==> config.mk <==
export PLATFORM = sky130hd
export DESIGN_NAME = fetch_pc_predictor_flat
export DESIGN_NICKNAME = d
export VERILOG_FILES = /design/src/rtl/fetch_pc_predictor_if.sv /design/src/rtl/fetch_pc_predictor.sv /design/src/flat_wrapper.sv
export SDC_FILE = /design/constraint.sdc
export NUM_CORES = 1
export LEC_CHECK = 0
export CORE_UTILIZATION = 40
export CTS_CLUSTER_SIZE = 28
export DETAILED_ROUTE_END_ITERATION = 10
export PLACE_DENSITY_LB_ADDON = 0.3
export SLEW_MARGIN = 20
export SYNTH_ARGS = -nofsm -noshare
export SYNTH_HDL_FRONTEND = slang
export SYNTH_SLANG_ARGS = --single-unit
==> constraint.sdc <==
create_clock -name clk -period 11.2 [get_ports clk]
set_clock_uncertainty 0.1 [all_clocks]
set_input_delay 2.24 -clock clk [delete_from_list [all_inputs] [get_ports clk]]
set_output_delay 2.24 -clock clk [all_outputs]
set_load 0.1 [all_outputs]
==> src/rtl/fetch_pc_predictor_if.sv <==
// -----------------------------------------------------------------------------
// fetch_pc_predictor_if
//
// Bundles the fetch-side and resolve-side signals of the fetch PC predictor.
//
//   Fetch side
//     stall           : hold the current fetch PC (hazard stall)
//     pc_out          : current fetch PC
//     pred_taken      : prediction for the instruction at pc_out
//     pred_target     : predicted target (zero unless pred_taken)
//
//   Resolve side (from the ID-stage branch comparator)
//     res_valid       : a resolved instruction is presented this cycle
//     res_branch      : that instruction is a conditional branch
//     res_taken       : comparator outcome (branch && operands equal)
//     res_pc          : PC of the resolved instruction
//     res_target      : computed branch target
//     res_pred_taken  : prediction that travelled with the instruction
//     res_pred_target : predicted target that travelled with it
//     flush           : squash IF/ID this cycle (misprediction)
//
// Modports
//   slave  : the predictor itself
//   master : the surrounding pipeline that drives stall/resolution
// -----------------------------------------------------------------------------
interface fetch_pc_predictor_if #(
   parameter int unsigned N = 32
);

   logic         stall;
   logic [N-1:0] pc_out;
   logic         pred_taken;
   logic [N-1:0] pred_target;

   logic         res_valid;
   logic         res_branch;
   logic         res_taken;
   logic [N-1:0] res_pc;
   logic [N-1:0] res_target;
   logic         res_pred_taken;
   logic [N-1:0] res_pred_target;
   logic         flush;

   modport slave (
      input  stall,
      input  res_valid,
      input  res_branch,
      input  res_taken,
      input  res_pc,
      input  res_target,
      input  res_pred_taken,
      input  res_pred_target,
      output pc_out,
      output pred_taken,
      output pred_target,
      output flush
   );

   modport master (
      output stall,
      output res_valid,
      output res_branch,
      output res_taken,
      output res_pc,
      output res_target,
      output res_pred_taken,
      output res_pred_target,
      input  pc_out,
      input  pred_taken,
      input  pred_target,
      input  flush
   );

endinterface

==> src/rtl/fetch_pc_predictor.sv <==
// -----------------------------------------------------------------------------
// fetch_pc_predictor
//
// Fetch-stage PC generator with a direct-mapped branch history table of 2-bit
// saturating counters and a branch target buffer sharing the same index.
// Each cycle it predicts the next fetch PC from the entry selected by pc_out;
// resolved branches from the ID-stage comparator train the tables, and a
// misprediction redirects the PC on the next edge while raising flush in the
// same cycle the resolution is presented.
//
// Parameters
//   N        : PC / data width in bits
//   M        : number of table entries (power of two, >= 2)
//   RESET_PC : PC loaded on reset
//
// Ports
//   clk  : rising-edge clock
//   rst  : synchronous, active-high reset (clears all history)
//   bus  : fetch_pc_predictor_if.slave (fetch and resolve signals)
//
// Address split: index = pc[IDX+1:2], tag = pc[N-1:IDX+2], bits [1:0] ignored.
// -----------------------------------------------------------------------------
module fetch_pc_predictor #(
   parameter int unsigned   N        = 32,
   parameter int unsigned   M        = 16,
   parameter logic [N-1:0]  RESET_PC = '0
) (
   input  logic                clk,
   input  logic                rst,
   fetch_pc_predictor_if.slave bus
);

   // --------------------------------------------------------------------------
   // Local types and constants
   // --------------------------------------------------------------------------
   localparam int unsigned IDX   = $clog2(M);
   localparam int unsigned TAG_W = N - IDX - 2;

   typedef logic [IDX-1:0]   idx_t;
   typedef logic [TAG_W-1:0] tag_t;
   typedef logic [1:0]       ctr_t;

   localparam logic [N-1:0] PC_STEP     = N'(4);
   localparam ctr_t         CTR_MIN     = 2'b00;
   localparam ctr_t         CTR_WEAK_NT = 2'b01;
   localparam ctr_t         CTR_MAX     = 2'b11;

   // --------------------------------------------------------------------------
   // State
   // --------------------------------------------------------------------------
   logic [N-1:0] pc_q;
   logic [N-1:0] pc_next;

   logic         valid_q  [M];
   tag_t         tag_q    [M];
   logic [N-1:0] target_q [M];
   ctr_t         ctr_q    [M];

   // --------------------------------------------------------------------------
   // Address decomposition
   // --------------------------------------------------------------------------
   idx_t fetch_idx;
   tag_t fetch_tag;
   idx_t res_idx;
   tag_t res_tag;

   assign fetch_idx = bus.pc_out[IDX+1:2];
   assign fetch_tag = bus.pc_out[N-1:IDX+2];
   assign res_idx   = bus.res_pc[IDX+1:2];
   assign res_tag   = bus.res_pc[N-1:IDX+2];

   // --------------------------------------------------------------------------
   // Lookup on the current fetch PC. Reads the registered tables, so a
   // training write to the same index this cycle is seen only next cycle.
   // --------------------------------------------------------------------------
   logic         hit;
   logic         pred_taken;
   logic [N-1:0] pred_target;

   assign hit         = valid_q[fetch_idx] && (tag_q[fetch_idx] == fetch_tag);
   assign pred_taken  = hit && ctr_q[fetch_idx][1];
   assign pred_target = pred_taken ? target_q[fetch_idx] : '0;

   // --------------------------------------------------------------------------
   // Misprediction detect. A taken branch is also wrong when the target it
   // was fetched with differs from the computed one.
   // --------------------------------------------------------------------------
   logic train;
   logic mis;

   assign train = bus.res_valid && bus.res_branch;
   assign mis   = train &&
                  ((bus.res_taken != bus.res_pred_taken) ||
                   (bus.res_taken && (bus.res_pred_target != bus.res_target)));

   // --------------------------------------------------------------------------
   // Next-PC selection (reset is applied in the register below, above all).
   // --------------------------------------------------------------------------
   always_comb begin
      // NOTE: default first so every path assigns pc_next and no latch forms.
      pc_next = pc_q + PC_STEP;
      if (mis) begin
         pc_next = bus.res_taken ? bus.res_target : (bus.res_pc + PC_STEP);
      end else if (bus.stall) begin
         pc_next = pc_q;
      end else if (pred_taken) begin
         pc_next = pred_target;
      end
   end

   // NOTE: state registers use non-blocking assignments so every flop samples
   // pre-edge values regardless of process ordering.
   always_ff @(posedge clk) begin
      if (rst) begin
         pc_q <= RESET_PC;
      end else begin
         pc_q <= pc_next;
      end
   end

   // --------------------------------------------------------------------------
   // Counter training: saturating increment on taken, decrement otherwise.
   // --------------------------------------------------------------------------
   ctr_t ctr_cur;
   ctr_t ctr_next;

   assign ctr_cur = ctr_q[res_idx];

   always_comb begin
      ctr_next = ctr_cur;
      if (bus.res_taken) begin
         if (ctr_cur != CTR_MAX) begin
            ctr_next = ctr_cur + 2'd1;
         end
      end else begin
         if (ctr_cur != CTR_MIN) begin
            ctr_next = ctr_cur - 2'd1;
         end
      end
   end

   // NOTE: only valid bits and counters are reset; tag and target storage is
   // meaningless while valid=0, so it is left unreset and kept in a separate
   // process that maps onto plain RAM/flops without a reset network.
   always_ff @(posedge clk) begin
      if (rst) begin
         valid_q <= '{default: 1'b0};
         ctr_q   <= '{default: CTR_WEAK_NT};
      end else if (train) begin
         ctr_q[res_idx] <= ctr_next;
         if (bus.res_taken) begin
            valid_q[res_idx] <= 1'b1;
         end
      end
   end

   // A taken branch claims the entry outright, replacing any aliasing owner;
   // the counter is kept and updated in place rather than reinitialised.
   always_ff @(posedge clk) begin
      if (!rst && train && bus.res_taken) begin
         tag_q[res_idx]    <= res_tag;
         target_q[res_idx] <= bus.res_target;
      end
   end

   // --------------------------------------------------------------------------
   // Outputs
   // --------------------------------------------------------------------------
   assign bus.pc_out      = pc_q;
   assign bus.pred_taken  = pred_taken;
   assign bus.pred_target = pred_target;
   assign bus.flush       = mis && !rst;

endmodule

==> src/flat_wrapper.sv <==
// flat-port wrapper written by rule: the top's interface ports become plain ports
module fetch_pc_predictor_flat 
#(
   parameter int unsigned   N        = 32,
   parameter int unsigned   M        = 16,
   parameter logic [N-1:0]  RESET_PC = '0
)
  (clk, rst, bus_stall, bus_res_valid, bus_res_branch, bus_res_taken, bus_res_pc, bus_res_target, bus_res_pred_taken, bus_res_pred_target, bus_pc_out, bus_pred_taken, bus_pred_target, bus_flush);
  fetch_pc_predictor_if #(.N(N)) bus_i ();
  input  logic clk;
  input  logic rst;
  input wire logic [$bits(bus_i.stall)-1:0] bus_stall;
  input wire logic [$bits(bus_i.res_valid)-1:0] bus_res_valid;
  input wire logic [$bits(bus_i.res_branch)-1:0] bus_res_branch;
  input wire logic [$bits(bus_i.res_taken)-1:0] bus_res_taken;
  input wire logic [$bits(bus_i.res_pc)-1:0] bus_res_pc;
  input wire logic [$bits(bus_i.res_target)-1:0] bus_res_target;
  input wire logic [$bits(bus_i.res_pred_taken)-1:0] bus_res_pred_taken;
  input wire logic [$bits(bus_i.res_pred_target)-1:0] bus_res_pred_target;
  output wire logic [$bits(bus_i.pc_out)-1:0] bus_pc_out;
  output wire logic [$bits(bus_i.pred_taken)-1:0] bus_pred_taken;
  output wire logic [$bits(bus_i.pred_target)-1:0] bus_pred_target;
  output wire logic [$bits(bus_i.flush)-1:0] bus_flush;
  assign bus_i.stall = bus_stall;
  assign bus_i.res_valid = bus_res_valid;
  assign bus_i.res_branch = bus_res_branch;
  assign bus_i.res_taken = bus_res_taken;
  assign bus_i.res_pc = bus_res_pc;
  assign bus_i.res_target = bus_res_target;
  assign bus_i.res_pred_taken = bus_res_pred_taken;
  assign bus_i.res_pred_target = bus_res_pred_target;
  assign bus_pc_out = bus_i.pc_out;
  assign bus_pred_taken = bus_i.pred_taken;
  assign bus_pred_target = bus_i.pred_target;
  assign bus_flush = bus_i.flush;
  fetch_pc_predictor #(.N(N), .M(M), .RESET_PC(RESET_PC)) u_core (.clk(clk), .rst(rst), .bus(bus_i));
endmodule
==> impl_metrics.py <==
metrics = {
    "outcome": {
        "outcome": "finished clean",
    },
    "timing": {
        "max-slew-margin-rel": 0.207,
        "tightestPinTransition_ps": 1190,
        "part_of_the_cycle_the_worst_path_needs": 0.815,
        "drv_slew": 0,
        "rsz0062_at_grt": "no",
        "finalWorstSetupSlack_ps": 2080,
        "finalSetupViolations": 0,
        "post-route-min-period_ps": 9120,
        "post_route_setup_tns_ps": 0,
        "hold_viol_final": 0,
        "max_clock_freq_ghz": 0.110,
    },
    "route": {
        "routed-via-count": 23400,
        "post_drt_wl_per_cell_um": 30.3,
        "antenna_violating_nets_post_route": 0,
        "drt-initial-drc-count": 3139,
        "detailedRoute.firstPassIterationCount": 5,
        "totalWireLength_um": 119000,
        "routed_via_density": 5.98,
        "drt_drc_violations_left": 0,
    },
    "placement": {
        "port_buffers": 168,
        "postPlaceCellArea_um2": 45000,
        "hpwlAfterDp_um": 70600,
        "place.gp.congestion": 0.908,
        "preCtsSetupSlack_ps": 2200,
    },
    "floorplanning": {
        "die_width_um": 325,
        "core_area_um2": 102000,
        "floorplan.die_area_um2": 105000,
        "initial_utilization": 0.406,
        "ioPinCount": 169,
        "core.rowCount": 117,
        "die_h_um": 325,
    },
    "synth": {
        "yosysWarnings": 0,
        "synth-edff-count": 928,
        "yosys.area.top_type_share": 0.670,
        "per_instance_average_area_after_synthesis_um2": 18.5,
        "netlist_area_um2": 41600,
        "cell_types_with_the_largest_area_share_after_synthesis": "sky130_fd_sc_hd__edfxtp_1, sky130_fd_sc_hd__mux4_2, sky130_fd_sc_hd__dfxtp_1",
        "synthesis.instances": 2253,
        "synth.yosys.seq_area_share": 0.710,
        "synth_async_sr_flop_share": 0,
        "synth_flop_cell": "sky130_fd_sc_hd__edfxtp_1",
        "yosys.area.top_type": "sky130_fd_sc_hd__edfxtp_1",
        "synth_fp_nets": 2361,
        "flip_flop_and_latch_count_after_synthesis": 1012,
        "number_of_distinct_standard_cells_referenced_by_the_synthesized_netlist": 68,
    },
    "cts": {
        "ctsRootBufferMaster": "sky130_fd_sc_hd__clkbuf_16",
        "clk_path_buf_depth": 3,
        "tritoncts": "built",
        "insertion_delay_ps": 680,
        "numCtsBuffers": 103,
        "post_cts_resize_count": 0,
        "hold_buffers": 0,
        "cts_setup_buffers": 0,
        "clk_transition_reported_paths_ps": 60,
        "cts_sinks": 1012,
        "cts.htree.levels": 3,
    },
    "layout": {
        "final_layout_size_suffix_gt1_frac": 0.207,
        "commonest_non_fill_non_tap_cells_in_the_layout": "sky130_fd_sc_hd__edfxtp_1, sky130_fd_sc_hd__mux4_2, sky130_fd_sc_hd__clkdlybuf4s50_1, sky130_fd_sc_hd__clkbuf_16, sky130_fd_sc_hd__nand2_1",
        "layout.cell_area.non_filler_um2": 48200,
        "final_common_cell": "sky130_fd_sc_hd__edfxtp_1",
        "area.sequential_um2": 29600,
        "finish.net_count": 2570,
        "multi_input_comb_area_um2": 11400,
        "areaGrowthSynthToFinish_pct": 15.8,
        "fillers": 8557,
    },
    "worst_setup_path": {
        "setup.worst_path.start_class": "flip-flop",
        "timing.critical_path.fanout_max": 51,
        "crit_end_category": "output pin",
        "crit_arrival_ps": 6780,
        "timing.setup.critical_path_class": "flip-flop to output pin",
        "wp_data_required_ps": 8860,
        "cpMaxStageDelayCell": "sky130_fd_sc_hd__clkdlybuf4s50_1",
        "cp_cell_sequence": "buf_4, nor2b_1, a221oi_1, o21a_1, o221a_1, a2111o_1, or4_1, or4_4, buf_4, nor2b_1, clkdlybuf4s50_1",
        "crit_path_max_incr_delay_ps": 1210,
    },
    "global_route": {
        "gr-usage-all-layers": 0.223,
        "via_count_of_the_first_global_routing_pass": 23100,
        "grt.overflow.total": 0,
        "grt_first_pass_wirelength_um": 169000,
        "largest_net_degree_at_the_start_of_global_routing": 104,
        "antenna_violations_before_repair": 12,
    },
    "job": {
        "maxCapViolations": 0,
    },
    "hold_path": {
        "min-delay-path-class": "flip-flop to flip-flop",
    },
    "pwr": {
        "ir_drop_mv": 0.121,
        "p_leak_nw": 14.8,
        "finalPower_mw": 8.18,
        "power-per-cell-area_nw_per_um2": 170,
    },
}
==> cell usage after synthesis (all sizes together), types with 3 or more instances <==
library cell,count
o211ai,7
mux2,13
o221ai,6
a31oi,7
or2,5
nand3,49
and4,4
mux4,263
nand2b,5
nor2,87
dfxtp,84
a211o,17
nor4,11
and3,14
a221o,3
o22ai,24
ha,5
clkbuf,66
a211oi,16
nor2b,36
a21o,3
nor3,17
o21a,3
and2,18
inv,36
buf,66
a22o,7
or4,3
a311oi,8
xnor2,66
mux2i,89
nand4,20
a21oi,50
a221oi,21
or3,10
nand2,101
xor2,22
edfxtp,928
o21ai,40
==> report_power, final <==
group	switching, mW	total [mW]	internal (mW)
combinational	0.428	0.727	0.299
clock	1.44	3.26	1.82
sequential	0.0465	4.19	4.14
total	1.91	8.18	6.27
==> final timing paths <==
check / startpoint / to / slack (ps) / cells after the start
worst max-delay path: flip-flop / bus_pred_target[3] / 2080 / 11
worst min-delay path: u_core.ctr_q[4] / u_core.ctr_q[4] / 360 / 1
worst max register to register: flip-flop / flip-flop / 5660 / 12
worst min register to register: u_core.ctr_q[4] / u_core.ctr_q[4] / 360 / 1
==> cell families after synthesis <==
| family | count (synthesis) | synth area share |
|---|---|---|
| AO/OA/AOI/OAI | 228 | 0.0375 |
| multiplexers | 365 | 0.167 |
| flip-flops | 1012 | 0.710 |
| XOR/XNOR | 88 | 0.0185 |
| adder cells (fa/ha/maj) | 7 | 0.00198 |
| AND/OR/NAND/NOR | 385 | 0.0458 |
| buffers and inverters | 168 | 0.0190 |
==> layer usage <==
metal	share of wire	global-route usage
met1	0.40	0.312
met2	0.47	0.348
met3	0.11	0.0591
met4	0.019	0.0516
met5	0.00047	0
==> critical path: cells and delay by family, from the launching register on <==
| family | cells | cell delay, ps |
|---|---|---|
| compound gates | 4 | 990 |
| flops | 1 | 710 |
| buf+inv | 3 | 2090 |
| simple gates | 4 | 2240 |
==> stage by stage <==
step | hold WS [ps] | std cells | util
CTS | 360 | 3917 | 0.470
detailed placement | 346 | 3725 | 0.439
global route | 378 | 3917 | 0.470
floorplan | 330 | 2253 | -
global placement | 341 | 3725 | 0.439
finish | 357 | 3918 | 0.470
==> area by class of cell <==
class,count,area share
sequential,1012,0.613
clock inverter,64,0.00989
timing repair buffer,236,0.0457
multi-input combinational,1073,0.237
tap,1368,0.0355
clock buffer,128,0.0559
antenna,1,0.0000519
inverter,36,0.00286
==> sequential cells by signal, indices dropped and copies added (netlist names), named ones only <==
signal / cells
u_core.tag_q: 416
u_core.bus.pc_out: 32
u_core.ctr_q: 32
u_core.valid_q: 16
u_core.target_q: 512
No activity file was read; power rests on OpenSTA's default activity.
